$ cat src/rtl/alu_arbiter.sv
// Round-robin arbiter that shares one registered ALU between two requesters and
// returns each result, tagged with the requester ID, over a valid/ready channel.
module alu_arbiter #(
    parameter int unsigned N       = 2,
    parameter int unsigned M       = 8,
    parameter int unsigned ALU_LAT = 1
) (
    input  logic         i_clk,
    input  logic         i_reset,
    input  logic         i_req0_valid,
    input  logic [N-1:0] i_req0_op,
    input  logic [M-1:0] i_req0_arg_A,
    input  logic [M-1:0] i_req0_arg_B,
    input  logic         i_req1_valid,
    input  logic [N-1:0] i_req1_op,
    input  logic [M-1:0] i_req1_arg_A,
    input  logic [M-1:0] i_req1_arg_B,
    output logic         o_req0_ready,
    output logic         o_req1_ready,
    output logic [N-1:0] o_alu_op,
    output logic [M-1:0] o_alu_arg_A,
    output logic [M-1:0] o_alu_arg_B,
    input  logic [M-1:0] i_alu_result,
    input  logic [3:0]   i_alu_status,
    output logic         o_resp_valid,
    output logic         o_resp_id,
    output logic [M-1:0] o_resp_result,
    output logic [3:0]   o_resp_status,
    input  logic         i_resp_ready,
    output logic         o_busy
);

    localparam int unsigned CW = $clog2(ALU_LAT + 2);

    typedef enum logic [1:0] {
        StIdle,
        StWait,
        StResp
    } state_t;

    state_t         state_q, state_d;
    logic           ptr_q;      // 0: requester 0 favoured on a tie
    logic [CW-1:0]  cnt_q;
    logic [N-1:0]   op_q;
    logic [M-1:0]   arg_a_q, arg_b_q;
    logic           id_q;
    logic [M-1:0]   result_q;
    logic [3:0]     status_q;

    logic grant0, grant1, accept, wait_done, resp_hs;

    always_comb begin
        grant0    = i_req0_valid & (~i_req1_valid | ~ptr_q);
        grant1    = i_req1_valid & (~i_req0_valid |  ptr_q);
        o_req0_ready = (state_q == StIdle) & grant0;
        o_req1_ready = (state_q == StIdle) & grant1;
        accept    = o_req0_ready | o_req1_ready;
        wait_done = (state_q == StWait) & (cnt_q == '0);
        resp_hs   = (state_q == StResp) & i_resp_ready;
    end

    always_comb begin
        state_d = state_q;
        unique case (state_q)
            StIdle: if (accept)    state_d = StWait;
            StWait: if (wait_done) state_d = StResp;
            StResp: if (resp_hs)   state_d = StIdle;
            default:               state_d = StIdle;
        endcase
    end

    always_ff @(posedge i_clk or negedge i_reset) begin
        if (!i_reset) begin
            state_q  <= StIdle;
            ptr_q    <= 1'b0;
            cnt_q    <= '0;
            op_q     <= '0;
            arg_a_q  <= '0;
            arg_b_q  <= '0;
            id_q     <= 1'b0;
            result_q <= '0;
            status_q <= '0;
        end else begin
            state_q <= state_d;
            if (accept) begin
                // Grant is one-hot, so requester 1 wins exactly when its ready is set.
                op_q    <= o_req1_ready ? i_req1_op    : i_req0_op;
                arg_a_q <= o_req1_ready ? i_req1_arg_A : i_req0_arg_A;
                arg_b_q <= o_req1_ready ? i_req1_arg_B : i_req0_arg_B;
                id_q    <= o_req1_ready;
                ptr_q   <= ~o_req1_ready;
                cnt_q   <= CW'(ALU_LAT);
            end else if (state_q == StWait && !wait_done) begin
                cnt_q <= cnt_q - 1'b1;
            end
            if (wait_done) begin
                result_q <= i_alu_result;
                status_q <= i_alu_status;
            end
        end
    end

    assign o_alu_op      = op_q;
    assign o_alu_arg_A   = arg_a_q;
    assign o_alu_arg_B   = arg_b_q;
    assign o_resp_valid  = (state_q == StResp);
    assign o_resp_id     = id_q;
    assign o_resp_result = result_q;
    assign o_resp_status = status_q;
    assign o_busy        = (state_q != StIdle);

endmodule

$ cat config.mk
export PLATFORM = sky130hd
export DESIGN_NAME = alu_arbiter
export DESIGN_NICKNAME = d
export VERILOG_FILES = /design/src/rtl/alu_arbiter.sv
export SDC_FILE = /design/constraint.sdc
export NUM_CORES = 1
export LEC_CHECK = 0
export CAP_MARGIN = 20
export CORE_MARGIN = 2
export CORE_UTILIZATION = 39
export DETAILED_ROUTE_END_ITERATION = 10
export PLACE_DENSITY = 0.79
export REMOVE_ABC_BUFFERS = 1
export SLEW_MARGIN = 20
export SYNTH_ARGS = -nofsm -noshare
export SYNTH_HDL_FRONTEND = slang
export SYNTH_SLANG_ARGS = --single-unit
$ cat constraint.sdc
create_clock -name i_clk -period 1.6 [get_ports i_clk]
set_input_delay 0.32 -clock i_clk [delete_from_list [all_inputs] [get_ports i_clk]]
set_output_delay 0.32 -clock i_clk [all_outputs]
set_load 0.01 [all_outputs]
Yosys cells after proc, flatten, opt, wreduce, memory -nomap -nowiden
Cells that the tools add are included.
{ "totals": {"register_bits": 36, "inputBits": 53, "output_inout_bits": 35} }
{ "classes": {"addsub": 1, "n_eq_ne": 5, "n_mux": 9, "n_bitwise": 13, "n_reduce_logical": 7} }
{ "op_table": {"columns": ["op", "n"], "rows": [
  ["two-way mux 8 bit", 2],
  ["two-way mux 2 bit", 6],
  ["AND 1 bit", 6],
  ["one-hot mux 2 bit (3 select lines)", 1],
  ["zero test 2 bit", 2],
  ["inequality test 2 bit, second input constant", 2],
  ["inverter 1 bit", 4],
  ["nonzero test 2 bit", 2],
  ["OR 1 bit", 3],
  ["AND reduction 3 bit", 1],
  ["== test 2 x 1 -> 1 bit, second input constant", 1],
  ["== test 2 bit, second input constant", 1],
  ["inequality test 2 x 1 -> 1 bit, second input constant", 1],
  ["subtractor 2 x 1 -> 2 bit, second input constant", 1],
  ["logical AND 1 bit", 1],
  ["zero test 1 bit", 1]
]} }

Depth between registers and ports, before layout
Gate-level depths: netlist of the first run.
{ "depth": {"depth_word": 7, "mapped_depth": 5, "depth_no_buf": 5} }

Least setup slack after synthesis of the first run
OpenSTA, ideal clock, no wires.
{ "synth_timing": {"path_type": "register to register", "start": "register cnt_q[0]", "end": "register result_q[0], in the netlist o_resp_result[0]", "arrival_time_ns": 1.278, "required_ns": 1.475, "slack_ns": 0.198, "stages_incl_launch_ff": 6, "period_less_slack_ns": 1.402, "path_cell_list": "dfrtp_1 > inv_1 > ha_1 > nand3b_1 > buf_2 > mux2_2"} }
{ "synth_between": {"elab_chain_len": 2} }
{ "synth_lines": {"columns": ["element", "line_no", "rtl"], "rows": [
  ["start, declared", "43", "logic [CW-1:0] cnt_q;"],
  ["start signal, assigned", "92", "cnt_q <= CW'(ALU_LAT);"],
  ["start signal, assigned", "94", "cnt_q <= cnt_q - 1'b1;"],
  ["zero test 2 bit", "58", "wait_done = (state_q == StWait) & (cnt_q == '0);"],
  ["AND 1 bit", "58", null],
  ["end signal, assigned", "97", "result_q <= i_alu_result;"],
  ["end, declared", "47", "logic [M-1:0] result_q;"]
]} }
Every way passes these cells.
A chain may end at the register's enable or synchronous reset.

Worst setup path in the final report of the first run
{ "layout_timing": {"start": "register state_q[0]", "end": "output port o_req0_ready"} }
{ "layout_between": {"elab_chain_len": 2} }
{ "layout_lines": {"columns": ["element", "line_no", "rtl"], "rows": [
  ["start, declared", "41", "state_t state_q, state_d;"],
  ["start signal, assigned", "74", "state_q <= StIdle;"],
  ["start signal, assigned", "84", "state_q <= state_d;"],
  ["zero test 2 bit", "55", "o_req0_ready = (state_q == StIdle) & grant0;"],
  ["AND 1 bit", "55", null],
  ["end, declared", "18", "output logic o_req0_ready,"]
]} }
Every way passes these cells.

==> results of run 1 <==
==> power groups by stage <==
stage                     logic (W)  clock network [W]  registers (W)
final                       0.00295           0.000777        0.00166
after CTS                   0.00291           0.000793        0.00166
after detailed placement    0.00278                  0        0.00166
after floorplan             0.00111                  0        0.00181
after global routing        0.00315           0.000832        0.00171
after global placement      0.00266                  0        0.00164
==> final timing paths <==
path | from | endpoint | cells after the start
min in group i_clk | o_resp_result[6] | o_resp_result[6] | 1
max | state_q[0] | o_req0_ready | 4
max reg2reg | state_q[0] | o_alu_arg_A[0] | 5
max in group asynchronous | i_reset | o_resp_result[4] | 2
min | i_reset | o_alu_arg_B[6] | 2
min reg2reg | o_resp_result[6] | o_resp_result[6] | 1
==> kinds of logic after synthesis <==
logic type / count (synthesis)
AO/OA/AOI/OAI: 35
AND/OR/NAND/NOR: 27
flip-flops: 36
XOR/XNOR: 1
multiplexers: 12
buffers and inverters: 17
adder cells (fa/ha/maj): 1
==> sequential cells by signal, summed over array words and instances (netlist names) <==
name	count
o_resp_id	1
ptr_q	1
o_alu_arg_B	8
o_alu_arg_A	8
o_resp_result	8
state_q	2
cnt_q	2
o_alu_op	2
o_resp_status	4
==> worst register-to-register path: stages (launching register included) <==
cell	delay (ps)
dfrtp_1	410
nor2_4	160
buf_12	120
buf_4	190
nand2_4	100
a221o_2	390
==> final cells by class <==
class                      instances  area share
timing repair buffer             105       0.362
sequential                        36       0.319
multi-input combinational         76       0.247
clock buffer                       6      0.0257
tap                               50      0.0222
clock inverter                     2      0.0124
inverter                           8      0.0115
==> stage by stage <==
step,util,power (W),hold WS [ps]
global route,0.691,0.00569,98.5
floorplan,-,0.00293,24.4
detailed placement,0.652,0.00443,387
global placement,0.652,0.00431,369
CTS,0.688,0.00537,72.9
finish,0.691,0.00539,62.4
==> per-layer routing <==
layer	vias to the layer above	track usage	part of all wire
met5	-	0	0
met4	0	0.0620	0.013
met3	5	0.0698	0.076
met2	59	0.345	0.51
met1	735	0.245	0.40
li1	695	-	-
==> repair_timing <==
action / CTS / global route
endpoints found under the setup margin: 8 / 4
buffers inserted: 3 / 0
gates resized for setup: 21 / 4
gates cloned: 0 / 0
pin swaps: 1 / 1
==> layout by cell type, fill, tap and decap left out, types with 2 or more instances in the layout <==
cell type	instances
clkdlybuf4s50_1	80
dfrtp_1	36
a221o_1	14
buf_4	14
mux2_2	12
a21boi_0	11
inv_1	7
and3_1	7
and4_2	7
clkbuf_8	5
buf_6	4
a221o_2	3
buf_2	3
nand2_1	2
o21ai_0	2
nor2_1	2
dlygate4sd2_1	2
buf_12	2
==> impl_metrics.env, run 1 <==
export IMPL_post_dp_hpwl_um=3550
export IMPL_synth_top_cell_area_share=0.535
export IMPL_nets=286
export IMPL_slowest_stage="dfrtp_1"
export IMPL_grt_pass1_wl_um=7780
export IMPL_drc=0
export IMPL_max_freq_ghz=0.630
export IMPL_final_area_mm2=0.00282
export IMPL_numPortBuffers=87
export IMPL_dp_slack_ps=-356
export IMPL_post_drt_wl_per_cell_um=16.7
export IMPL_critPathRequiredTime_ps=1280
export IMPL_ios=88
export IMPL_setup_viol=0
export IMPL_vias=1494
export IMPL_synth_top_family_by_area="compound AO/OA/AOI/OAI gates"
export IMPL_synthDistinctLibCells=31
export IMPL_crit_fanout=3
export IMPL_arrival_ps=1270
export IMPL_synth_simple_area_share=0.127
export IMPL_clkTransAtPathRegs_ps=70
export IMPL_rrSetupSlack_ps=110
export IMPL_multi_input_area_um2=697
export IMPL_clkPwrFrac=0.144
export IMPL_setup_tns_ps=0
export IMPL_synth_edff_count=0
export IMPL_clock_sinks=36
export IMPL_cap_violations=0
export IMPL_synthArstFlopShare=1.00
export IMPL_antenna_found_initial=0
export IMPL_power_density_mw_per_mm2=1910
export IMPL_switching_share=0.331
export IMPL_ctsHoldBuffers=0
export IMPL_grt_usage=0.204
export IMPL_yosysWarnings=0
export IMPL_start_kind="register"
export IMPL_cts_root_buf="clkbuf_8"
export IMPL_ys_seq_elements=36
export IMPL_period_minus_slack_ps=1590
export IMPL_htree_levels=2
export IMPL_grt_max_degree=37
export IMPL_clk_path_buf_depth=2
export IMPL_dr_first_iter_drc_count=102
export IMPL_globalplace_congestion=0.834
export IMPL_max_slew_margin_rel=0.699
export IMPL_post_place_cells=272
export IMPL_setup_ws_ps=12.6
export IMPL_path_delay_family="flip-flops"
export IMPL_path_cells="nor2_4 > buf_12 > and3_4 > buf_6"
export IMPL_p_sw_w=0.00178
export IMPL_row_count=23
export IMPL_drt_total_wl_um=4710
export IMPL_critical_path_class="reg -> out"
export IMPL_peakVddDrop_v=0.000907
export IMPL_synth_most_common_cell="dfrtp_1"
export IMPL_leakagePower_nw=1.25
export IMPL_netlist_instances=129
export IMPL_overflow=0
export IMPL_antenna_left=0
export IMPL_fin_skew_ps=5.35
export IMPL_period_share=0.992
export IMPL_die_x_um=69.7
export IMPL_min_path_type="in -> async"
export IMPL_cts_tree="built"
export IMPL_area_growth_syn_to_layout_pct=67.7
export IMPL_vias_per_cell=5.28
export IMPL_synth_common_cells="36 x dfrtp_1, 14 x a221o_1, 12 x mux2_2, 11 x a21boi_0, 8 x and3_1"
export IMPL_drive_above_1_share=0.266
export IMPL_syn_avg_cell_area_um2=13.1
export IMPL_rsz0062_at_grt="true"
export IMPL_comb_power_share=0.547
export IMPL_synth_fa_ha_area_frac=0.00743
export IMPL_endpoint_kind="output pin"
export IMPL_synthFlopType="dfrtp_1"
export IMPL_report_final_slew_viol_count=0
export IMPL_synth_xor_area_share=0.00520
export IMPL_final_hold_viol_count=0
export IMPL_place_area_mm2=0.00267
export IMPL_synth_area_top_cells="dfrtp_1 53%, a221o_1 8.3%, mux2_2 8.0%, a21boi_0 4.9%, and4_2 4.2%"
export IMPL_slowest_delay_ps=410
export IMPL_fillers=277
export IMPL_worstMarginPinSlew_ps=452
export IMPL_register_area_um2=901
export IMPL_outcome="complete, no violations"
export IMPL_yosysSeqAreaShare=0.535
export IMPL_dieArea_mm2=0.00486
export IMPL_cts_buffers=5
export IMPL_crit_buf_inv=2
export IMPL_power_frac_seq=0.308
export IMPL_core_mm2=0.00409
export IMPL_syn_area_mm2=0.00168
export IMPL_yosysTopAreaCell="dfrtp_1"
export IMPL_intPower_w=0.00360
export IMPL_muxShareOfSynthArea=0.0802
export IMPL_stdcell_count=283
export IMPL_start_util=0.412
export IMPL_clock_latency_ps=290
export IMPL_synth_compound_area_frac=0.184
export IMPL_dr_pass1_iters=4
export IMPL_grt_pass1_vias=1622
export IMPL_antenna_cells=0
export IMPL_dieHeight_um=69.7
(Power assumes the default switching activity.)
==> run 2: changes to the inputs <==
--- a/config.mk
+++ b/config.mk
@@ -5,6 +5,7 @@
 export SDC_FILE = /design/constraint.sdc
 export NUM_CORES = 1
 export LEC_CHECK = 0
+export ABC_AREA = 1
 export CAP_MARGIN = 20
 export CORE_MARGIN = 2
 export CORE_UTILIZATION = 39
==> constraint.sdc (replaced) <==
create_clock -name i_clk -period 1.5 [get_ports i_clk]
set_input_delay 0.3 -clock i_clk [delete_from_list [all_inputs] [get_ports i_clk]]
set_output_delay 0.3 -clock i_clk [all_outputs]
set_load 0.01 [all_outputs]
==> run 2 against run 1 <==
The flow now finishes with violations (setup timing). Count of clock-buffer cells in the layout rose by 1. Clock power down 5.9%. Sequential share of layout area down 0.96 points. Combinational power shrank 3%.
==> impl_metrics.env, run 2 <==
export IMPL_synthDistinctLibCells=22
export IMPL_rsz0062_at_grt="true"
export IMPL_synthArstFlopShare=1.00
export IMPL_fin_skew_ps=4.05
export IMPL_htree_levels=2
export IMPL_final_hold_viol_count=0
export IMPL_drt_total_wl_um=4490
export IMPL_cts_buffers=5
export IMPL_clkTransAtPathRegs_ps=70
export IMPL_grt_usage=0.191
export IMPL_path_delay_family="buffers and inverters"
export IMPL_synthFlopType="dfrtp_1"
export IMPL_area_growth_syn_to_layout_pct=69.7
export IMPL_arrival_ps=1250
export IMPL_grt_pass1_vias=1714
export IMPL_clock_sinks=36
export IMPL_outcome="finished, violations left"
export IMPL_synth_simple_area_share=0.290
export IMPL_endpoint_kind="output pin"
export IMPL_dieHeight_um=70.3
export IMPL_die_x_um=70.3
export IMPL_post_drt_wl_per_cell_um=12.2
export IMPL_setup_ws_ps=-46.2
export IMPL_cap_violations=0
export IMPL_max_freq_ghz=0.647
export IMPL_dieArea_mm2=0.00494
export IMPL_r2r_end="o_alu_arg_A[7]"
export IMPL_peakVddDrop_v=0.00100
export IMPL_synth_most_common_cell="nand2_1"
export IMPL_power_density_mw_per_mm2=1820
export IMPL_crit_fanout=3
export IMPL_ios=88
export IMPL_period_share=1.03
export IMPL_start_util=0.399
export IMPL_leakagePower_nw=1.72
export IMPL_setup_viol=6
export IMPL_row_count=24
export IMPL_yosysWarnings=0
export IMPL_netlist_instances=215
export IMPL_clock_latency_ps=280
export IMPL_report_final_slew_viol_count=0
export IMPL_violations="setup timing"
export IMPL_wl_met1_um=1830
export IMPL_grt_pass1_wl_um=7380
export IMPL_critPathRequiredTime_ps=1200
export IMPL_slowest_delay_ps=560
export IMPL_highest_layer="met4"
export IMPL_grt_max_degree=26
export IMPL_cts_tree="built"
export IMPL_dr_first_iter_drc_count=108
export IMPL_vias_per_cell=4.72
export IMPL_final_common_cell="nand2_1"
export IMPL_worstMarginPinSlew_ps=421
export IMPL_fin_util=0.678
export IMPL_synth_common_cells="66 x nand2_1, 39 x inv_1, 36 x dfrtp_1, 27 x nand3_1, 13 x o21ai_0"
export IMPL_crit_start="i_req1_valid"
export IMPL_yosysSeqAreaShare=0.525
export IMPL_fillers=331
export IMPL_start_kind="input port"
export IMPL_timing_hold_ws_ps=475
export IMPL_cp_depth=5
export IMPL_mostFrequentLayoutCells="66 x nand2_1, 55 x clkdlybuf4s50_1, 38 x inv_1"
export IMPL_ff2ff_path_depth=8
export IMPL_crit_buf_inv=3
export IMPL_clk_path_buf_depth=2
export IMPL_synth_fa_ha_area_frac=0.00729
export IMPL_wl_met2_um=2280
export IMPL_syn_area_mm2=0.00172
export IMPL_drc=0
export IMPL_syn_avg_cell_area_um2=7.98
export IMPL_rrSetupSlack_ps=30
export IMPL_synth_compound_area_frac=0.0452
export IMPL_synth_area_top_cells="dfrtp_1 53%, nand2_1 14%, inv_1 8.5%, nand3_1 7.9%, nand4_1 4.0%"
export IMPL_min_path_type="in -> async"
export IMPL_antenna_left=0
export IMPL_totalPowerFinal_w=0.00530
export IMPL_period_minus_slack_ps=1550
export IMPL_drive_above_1_share=0.114
export IMPL_cp_endpoint="o_req0_ready"
export IMPL_synth_edff_count=0
export IMPL_post_dp_hpwl_um=3340
export IMPL_nets=369
export IMPL_antenna_cells=0
export IMPL_yosysTopAreaCell="dfrtp_1"
export IMPL_synth_xor_area_share=0.00511
export IMPL_vias=1734
export IMPL_route_met3_wl_um=333
export IMPL_ys_seq_elements=36
export IMPL_r2r_start="state_q[0]"
export IMPL_slowest_stage="clkdlybuf4s50_1"
export IMPL_critical_path_class="in -> out"
export IMPL_core_mm2=0.00429
export IMPL_max_slew_margin_rel=0.719
export IMPL_muxShareOfSynthArea=0
export IMPL_path_cells="clkdlybuf4s50_1 > nand2_1 > nand3_4 > inv_2 > buf_6"
export IMPL_overflow=0
export IMPL_dr_pass1_iters=5
export IMPL_cts_root_buf="clkbuf_8"
export IMPL_synth_top_family_by_area="simple AND/OR/NAND/NOR gates"
export IMPL_synth_top_cell_area_share=0.525
export IMPL_numPortBuffers=87
export IMPL_globalplace_congestion=0.758
export IMPL_antenna_found_initial=0
## run 2: cell type report
type / count / area, um2 / share of cell area
Multi-Input combinational cell: 127 / 616 / 0.211
Timing Repair Buffer: 103 / 1070 / 0.369
Clock buffer: 7 / 96.3 / 0.0331
Inverter: 42 / 160 / 0.0550
Tap cell: 52 / 65.1 / 0.0223
Sequential cell: 36 / 901 / 0.309
## run 2: per-stage QoR
stage | instances | setup TNS, ps | area (um2) | worst slack [ps]
after floorplan | 205 | -1150 | 1650 | -102
after global placement | 356 | -3350 | 2700 | -365
after detailed placement | 356 | -3730 | 2700 | -379
after CTS | 366 | -121 | 2840 | -60.7
after global routing | 367 | -1050 | 2910 | -102
final | 367 | -103 | 2910 | -46.2
## run 2: repair_timing
item | in CTS | in global routing
pin swaps | 1 | 2
gates resized for setup | 25 | 28
setup buffers | 2 | 1
hold buffers | 1 | 0
endpoints found under the setup margin | 7 | 41
endpoints found under the hold margin | 16 | 0
## run 2: worst min path at each step
stage / start / endpoint / depth (start not counted)
floorplan: i_reset / cnt_q[0] / 0
global placement: i_reset / o_alu_arg_A[6] / 1
detailed placement: i_reset / o_alu_arg_A[6] / 1
CTS: o_resp_id / o_resp_id / 2
global route: o_resp_id / o_resp_id / 2
finish: i_reset / o_alu_arg_A[6] / 2
## run 2: logic make-up (layout without fill, tap and decap cells)
family / after synthesis / count (layout)
compound gates: 15 / 15
simple gates: 110 / 110
buf+inv: 52 / 152
fa+ha+maj: 1 / 1
xor+xnor: 1 / 1
flops: 36 / 36
## run 2: metal layers
layer	up-vias	global-route usage
met1	795	0.210
met5	-	0
met4	0	0.0769
met3	6	0.0649
met2	65	0.333
li1	868	-
## run 2: where the power goes
part | total (W) | internal [W] | switching, W
Clock | 0.000731 | 0.000409 | 0.000323
Sequential | 0.00171 | 0.00146 | 0.000251
Combinational | 0.00286 | 0.00144 | 0.00142
Total | 0.00530 | 0.00331 | 0.00200
## run 2: worst register-to-register path, delay by kind of cell, from the launching register on
family	cells	cell delay, ps
buf+inv	3	430
simple gates	5	510
flops	1	410
